## config.mk

```make
export PLATFORM = sky130hd
export DESIGN_NAME = fetch_flush_pipe
export DESIGN_NICKNAME = d
export VERILOG_FILES = /design/src/rtl/fetch_pkg.sv /design/src/rtl/fetch_flush_ctrl.sv /design/src/rtl/fetch_flush_pipe.sv
export SDC_FILE = /design/constraint.sdc
export NUM_CORES = 1
export LEC_CHECK = 0
export CAP_MARGIN = 10
export CORE_UTILIZATION = 30
export CTS_CLUSTER_DIAMETER = 50
export CTS_CLUSTER_SIZE = 40
export DETAILED_ROUTE_END_ITERATION = 12
export PLACE_DENSITY = 0.55
export REMOVE_ABC_BUFFERS = 1
export SLEW_MARGIN = 5
export SYNTH_ARGS = -nofsm -noshare
export SYNTH_HDL_FRONTEND = slang
export SYNTH_SLANG_ARGS = --single-unit
```

## constraint.sdc

```tcl
create_clock -name clk -period 1.7 [get_ports clk]
set_input_delay 0.255 -clock clk [delete_from_list [all_inputs] [get_ports clk]]
set_output_delay 0.255 -clock clk [all_outputs]
set_load 0.02 [all_outputs]
```

## src/rtl/fetch_pkg.sv

```systemverilog
// Shared types and constants for the fetch/flush pipeline stage.
// Holds the NOP opcode, the flush FSM state encoding and default bus widths.
package fetch_pkg;

    localparam int FETCH_DATA_W = 8;
    localparam int FETCH_ADDR_W = 8;
    localparam logic [7:0] NOP_OPCODE = 8'hC8;

    typedef enum logic {
        RUN   = 1'b0,
        FLUSH = 1'b1
    } fetch_state_t;

    function automatic logic [7:0] sat_inc8(input logic [7:0] value);
        return (value == 8'hFF) ? 8'hFF : value + 8'd1;
    endfunction

endpackage

```

## src/rtl/fetch_flush_ctrl.sv

```systemverilog
// Flush controller: RUN/FLUSH state machine, remaining-squash counter and
// saturating flush-event counter. flush_now squashes in the jump cycle itself.
module flush_ctrl
    import fetch_pkg::*;
#(
    parameter int FLUSH_DEPTH = 2
) (
    input  logic         clk,
    input  logic         sync_reset,
    input  logic         taken,
    input  logic         stall,
    output logic         flush_now,
    output logic [7:0]   count,
    output fetch_state_t state
);

    localparam logic [3:0] REM_LOAD = 4'(FLUSH_DEPTH - 1);
    localparam bit NEEDS_FLUSH_STATE = (FLUSH_DEPTH > 1);

    fetch_state_t state_next;
    logic [3:0]   rem, rem_next;
    logic [7:0]   count_next;

    always_ff @(posedge clk) begin
        if (sync_reset) begin
            state <= RUN;
            rem   <= 4'd0;
            count <= 8'd0;
        end else begin
            state <= state_next;
            rem   <= rem_next;
            count <= count_next;
        end
    end

    // rem counts the squash cycles still owed, including the current FLUSH
    // cycle; the jump cycle is squashed combinationally before FLUSH starts.
    always_comb begin
        state_next = state;
        rem_next   = rem;
        count_next = count;
        case (state)
            RUN: begin
                if (taken) begin
                    count_next = sat_inc8(count);
                    if (NEEDS_FLUSH_STATE) begin
                        state_next = FLUSH;
                        rem_next   = REM_LOAD;
                    end
                end
            end
            FLUSH: begin
                if (taken) begin
                    rem_next   = REM_LOAD;
                    count_next = sat_inc8(count);
                end else if (stall) begin
                    state_next = FLUSH;
                end else if (rem <= 4'd1) begin
                    state_next = RUN;
                    rem_next   = 4'd0;
                end else begin
                    rem_next = rem - 4'd1;
                end
            end
            default: begin
                state_next = RUN;
                rem_next   = 4'd0;
            end
        endcase
    end

    assign flush_now = taken | (state == FLUSH);

endmodule

```

## src/rtl/fetch_flush_pipe.sv

```systemverilog
// Fetch-to-decode pipeline register with taken-jump squashing and decode stall.
// Data, address and valid are registered; the NOP override is combinational.
module fetch_flush_pipe #(
    parameter int                  DATA_W      = fetch_pkg::FETCH_DATA_W,
    parameter int                  ADDR_W      = fetch_pkg::FETCH_ADDR_W,
    parameter logic [DATA_W-1:0]   NOP_OPCODE  = DATA_W'(fetch_pkg::NOP_OPCODE),
    parameter int                  FLUSH_DEPTH = 2
) (
    input  logic              clk,
    input  logic              sync_reset,
    input  logic [DATA_W-1:0] pm_data_in,
    input  logic [ADDR_W-1:0] pm_address_in,
    input  logic              jump,
    input  logic              conditional_jump,
    input  logic              zero_flag,
    input  logic              stall,
    output logic [DATA_W-1:0] id_data_out,
    output logic [ADDR_W-1:0] id_address_out,
    output logic              id_valid,
    output logic              flush_active,
    output logic [7:0]        flush_count
);

    import fetch_pkg::*;

    logic [DATA_W-1:0] data_reg;
    logic [ADDR_W-1:0] addr_reg;
    logic              valid_reg;
    logic              taken;
    logic              flush_now;
    fetch_state_t      fsm_state;

    // zero_flag is a dont-jump flag: a conditional jump is taken only when it is low.
    assign taken = (jump | (conditional_jump & ~zero_flag)) & ~stall;

    always_ff @(posedge clk) begin
        if (sync_reset) begin
            data_reg  <= NOP_OPCODE;
            addr_reg  <= '0;
            valid_reg <= 1'b0;
        end else if (!stall) begin
            data_reg  <= pm_data_in;
            addr_reg  <= pm_address_in;
            valid_reg <= 1'b1;
        end
    end

    flush_ctrl #(
        .FLUSH_DEPTH (FLUSH_DEPTH)
    ) u_flush_ctrl (
        .clk        (clk),
        .sync_reset (sync_reset),
        .taken      (taken),
        .stall      (stall),
        .flush_now  (flush_now),
        .count      (flush_count),
        .state      (fsm_state)
    );

    // A FLUSH state must always be squashing the presented word.
    always_ff @(posedge clk) begin
        if (!sync_reset) begin
            assert (!(fsm_state == FLUSH) || flush_now);
        end
    end

    assign id_data_out    = flush_now ? NOP_OPCODE : data_reg;
    assign id_address_out = addr_reg;
    assign flush_active   = flush_now;
    assign id_valid       = valid_reg & ~flush_now;

endmodule
```

# Word-level counts from Yosys, hierarchy flattened
# Cells that the tools add are included.
[word_totals]
regBits = 30
out_inout_bits = 26
elab_cells = 35
[op_classes]
addsub = 2
order_cmp = 1
n_eq_ne = 3
muxes = 13
n_bitwise = 9
reduce_logical = 1
[ops]
columns = ["operator", "n"]
rows = [
  ["$mux W8", 3],
  ["$mux W4", 4],
  ["$add A8 B1 Y8 const B", 1],
  ["$eq A8 B8 Y1 const B", 1],
  ["$pmux W4 S2", 1],
  ["$le A4 B1 Y1 const B", 1],
  ["$mux W1", 4],
  ["$not A1 Y1", 4],
  ["$sub A4 B1 Y4 const B", 1],
  ["$and A1 B1 Y1", 3],
  ["$ne A3 B2 Y1 const B", 1],
  ["$ne A2 B1 Y1 const B", 1],
  ["$or A1 B1 Y1", 2],
  ["$pmux W1 S2", 1],
  ["$reduce_and A2 Y1", 1],
]

# Depth between registers and ports, before layout
[depth]
word_depth = 7
mapped_depth = 6

# By module
# From an unflattened synthesis, not the netlist that was laid out.
[hier_totals]
hier_cells = 143
hier_area_um2 = 1348.8
[modules_own_cells]
columns = ["mod", "n_inst", "cells_each", "area_each_um2"]
rows = [
  ["fetch_flush_pipe", 1, 67, 690.7],
  ["flush_ctrl", 1, 76, 658.1],
]

# Worst setup path after synthesis
# No wires, ideal clock.
[synth_timing]
kind = "register -> register"
startpoint = "register u_flush_ctrl.count[0]"
endpoint = "register u_flush_ctrl.count[6]"
t_arrival_ns = 1.326
t_required_ns = 1.566
path_slack_ns = 0.241
path_stages_with_launch = 6
n_path_buf = 0
synth_period_minus_slack_ns = 1.459
path_cell_list = "dfxtp_1 > ha_1 > nor2b_1 > o2111ai_1 > nor3_1 > a211oi_1"
[synth_via]
elab_chain_cells = 3
[synth_rtl]
columns = ["element", "line", "source"]
rows = [
  ["start, declared", "fetch_flush_ctrl.sv:13", "output logic [7:0] count,"],
  ["start signal, assigned", "fetch_flush_ctrl.sv:32", "count <= count_next;"],
  ["$add A8 B1 Y8 or $eq A8 B8 Y1 (tied branches)", "fetch_pkg.sv:15", "return (value == 8'hFF) ? 8'hFF : value + 8'd1;"],
  ["$mux W8 (*)", "fetch_pkg.sv:15", ""],
  ["$mux W8 (*)", "fetch_flush_ctrl.sv:44, fetch_flush_ctrl.sv:53", ""],
]
# Mark *: on every way between the ends. The rest lies on a longest branch, timed or not. The select of a mux whose other input is x is not followed.
# A chain may end at the register's enable or synchronous reset.

# Worst setup path after layout
[layout_timing]
startpoint = "register u_flush_ctrl.count[2]"
endpoint = "output port flush_count[2]"
[layout_lines]
columns = ["element", "line", "source"]
rows = [
  ["end, declared", "fetch_flush_pipe.sv:21", "output logic [7:0] flush_count"],
]
# No word-level cell between the ends.

==> qor.txt <==
status - finished clean
Layout Nets - 234
Peak VDD IR - 0.496 mV
Initial Utilization - 31.7%
Core ar. - 0.00441 mm²
Detailed Route Iter0 Violations - 60
Num Clock Sinks - 30
syn avg cell area - 9.40 µm²
Crit path arrival time - 1.36 ns
post-synth top area cell - dfxtp_1
critical path peak fanout - 7
Yosys reg bits - 30
Setup Crit Path Kind - reg -> out
RR Endpoint - u_flush_ctrl.rem[0]$_SDFFE_PP0P_
routed wire length - 3.21 mm
worst reg2reg path depth - 6
pwr dens - 814 mW/mm²
flop2flop setup slack - 0.28 ns
antenna viol nets, final - 0
Top delay family on crit path - buffers and inverters
Row Count - 24
CTS tree - yes
top_reg_cell synth - dfxtp_1
total clock buffers created by CTS - 5
initial antenna violation count - 0
overall power - 1.73 mW
P_leak - 0.893 nW
worst skew pair latency - 0.28 ns
most frequent cells after synthesis - dfxtp_1 (30), nor2_1 (20), mux2i_1 (14), inv_1 (10), nor3_1 (7)
# Max-Cap Violations - 0
Vias per Instance - 4.78
post-route setup slack - 0.0840 ns
die area - 0.00495 mm²
slowest stage delay, CP - 0.65 ns
Post-synth ARST share - 0%
HP Start - valid_reg$_SDFFE_PP0N_
clk buf depth - 2
H-tree levels - 2
main area contributors after synthesis - dfxtp_1 (43%), mux2i_1 (10%), nor2_1 (5.4%)
Syn Inst Count - 149
Slew HR - 73.7%
RSZ-0062 raised after global routing - false
Hold Crit Class - reg -> reg
Critical Path RT - 1.44 ns
register area share after synthesis - 42.9%
cts-stage hold buffer count - 0
Synthesis Warnings - 0
Die W - 70.3 µm
Clock transition at path regs - 0.06 ns
Yosys top cell area share - 42.9%
ratio of cells with drive above 1 in the final layout - 20.0%
vias in the first global route - 1,229
skew final - 0.000969 ns
synthesized area - 0.00140 mm²
most frequent cell after synthesis - dfxtp_1
Hold Path Stages - 2
io pins - 48
Placed Instance Area - 0.00198 mm²
height of the die - 70.3 µm
startpoint types - register
critical path's slowest cell - clkdlybuf4s50_1
Buf/Inv on CP - 1
critical-path cell list - clkdlybuf4s50_1
Final Core Density - 48.0%
largest net degree at the start of global routing - 27
post-layout min period - 1.62 ns
WHS Endpoint - valid_reg$_SDFFE_PP0N_
Worst-Margin Slew - 0.389 ns
Synth-to-Final Area Change - 51.3%
Post-DP HPWL - 2.40 mm
RR Startpoint - u_flush_ctrl.rem[0]$_SDFFE_PP0P_
GP Congestion - 0.783
DRC viols - 0
Final period util - 95.1%
Via Count - 1,252
final antenna diode count - 0
Yosys cell types - 35
endpoints failing setup - 0
EDFF count, synth - 0
first-pass GRT wire length - 5.46 mm
Clock Tree Root - clkbuf_8
post-route cell area - 0.00212 mm²
Port Buffers - 47
Hold Fails Final Rpt - 0
CP Capture Type - output port
pre-CTS setup slack - -0.561 ns
grt ovf - 0
max frequency - 0.619 GHz
Slew Limit Fails - 0
DRT Pass-1 Iters - 4
post-DR wirelength/cell - 12.2 µm
GR Util All Layers - 14.1%
==> stage by stage <==
| step | TNS [ns] | hold slack, ns | instances |
|---|---|---|---|
| after global placement | -5.30 | 0.445 | 253 |
| final | 0 | 0.468 | 262 |
| after CTS | 0 | 0.470 | 262 |
| after detailed placement | -5.56 | 0.449 | 253 |
| after floorplan | 0 | 0.317 | 142 |
| after global routing | 0 | 0.490 | 262 |
==> worst max-delay path by stage <==
stage	start	end	slack (ns)	depth (start not counted)
2_1_floorplan	u_flush_ctrl.count[0]$_SDFFE_PP0P_	u_flush_ctrl.count[6]$_SDFFE_PP0P_	0.25	5
5_1_grt	u_flush_ctrl.count[2]$_SDFFE_PP0P_	flush_count[2]	0.01	1
3_5_place_dp	zero_flag	id_data_out[1]	-0.56	6
4_1_cts	u_flush_ctrl.count[0]$_SDFFE_PP0P_	flush_count[0]	0.04	1
3_3_place_gp	zero_flag	id_data_out[5]	-0.54	6
6_report	u_flush_ctrl.count[2]$_SDFFE_PP0P_	flush_count[2]	0.08	1
==> area by class of cell <==
| class | count | area, µm² |
|---|---|---|
| repair buffers | 60 | 569 |
| well taps | 52 | 65.1 |
| fillers | 403 | 2290 |
| inverters | 10 | 37.5 |
| flip-flops and latches | 30 | 601 |
| multi-input cells | 102 | 738 |
| clock buffers | 8 | 110 |
==> placed cells by master (no fill, tap or decap), types with 4 or more instances in the layout <==
cell type	n
a21oi_1	6
and2_1	5
buf_4	13
clkbuf_8	8
clkdlybuf4s15_2	7
clkdlybuf4s50_1	32
dfxtp_1	30
dlygate4sd2_1	5
inv_1	9
mux2i_1	14
nand3_1	4
nor2_1	19
nor2b_1	5
nor3_1	7
==> report_power, final <==
| part | internal, mW | switching (mW) |
|---|---|---|
| clock | 0.408 | 0.264 |
| combinational | 0.154 | 0.138 |
| sequential | 0.737 | 0.0243 |
| total | 1.30 | 0.427 |
==> routing by layer <==
layer / vias up / wire [µm] / global-route usage, %
li1: 635 / - / -
met1: 564 / 1400 / 16.5
met2: 46 / 1450 / 21.2
met3: 7 / 291 / 7.50
met4: 0 / 62 / 6.44
met5: - / 0 / 0
==> timing repair <==
item | in CTS | in global routing
gates resized for setup | 42 | 1
buffers inserted | 1 | 0
endpoints found under the setup margin | 10 | 1
endpoints found under the hold margin | 0 | 0
pin swaps | 1 | 0
==> kinds of logic (layout without fill, tap and decap cells) <==
kind of cell / count (synthesis) / in the layout / share of synthesized area [%]
AO/OA/AOI/OAI: 28 / 28 / 15.7
XOR/XNOR: 2 / 2 / 1.25
adder cells (fa/ha/maj): 3 / 3 / 2.68
buffers and inverters: 17 / 78 / 5.89
flip-flops: 30 / 30 / 42.9
multiplexers: 15 / 15 / 10.8
AND/OR/NAND/NOR: 54 / 54 / 20.8
Note: power is estimated with default switching activity, not from simulation.
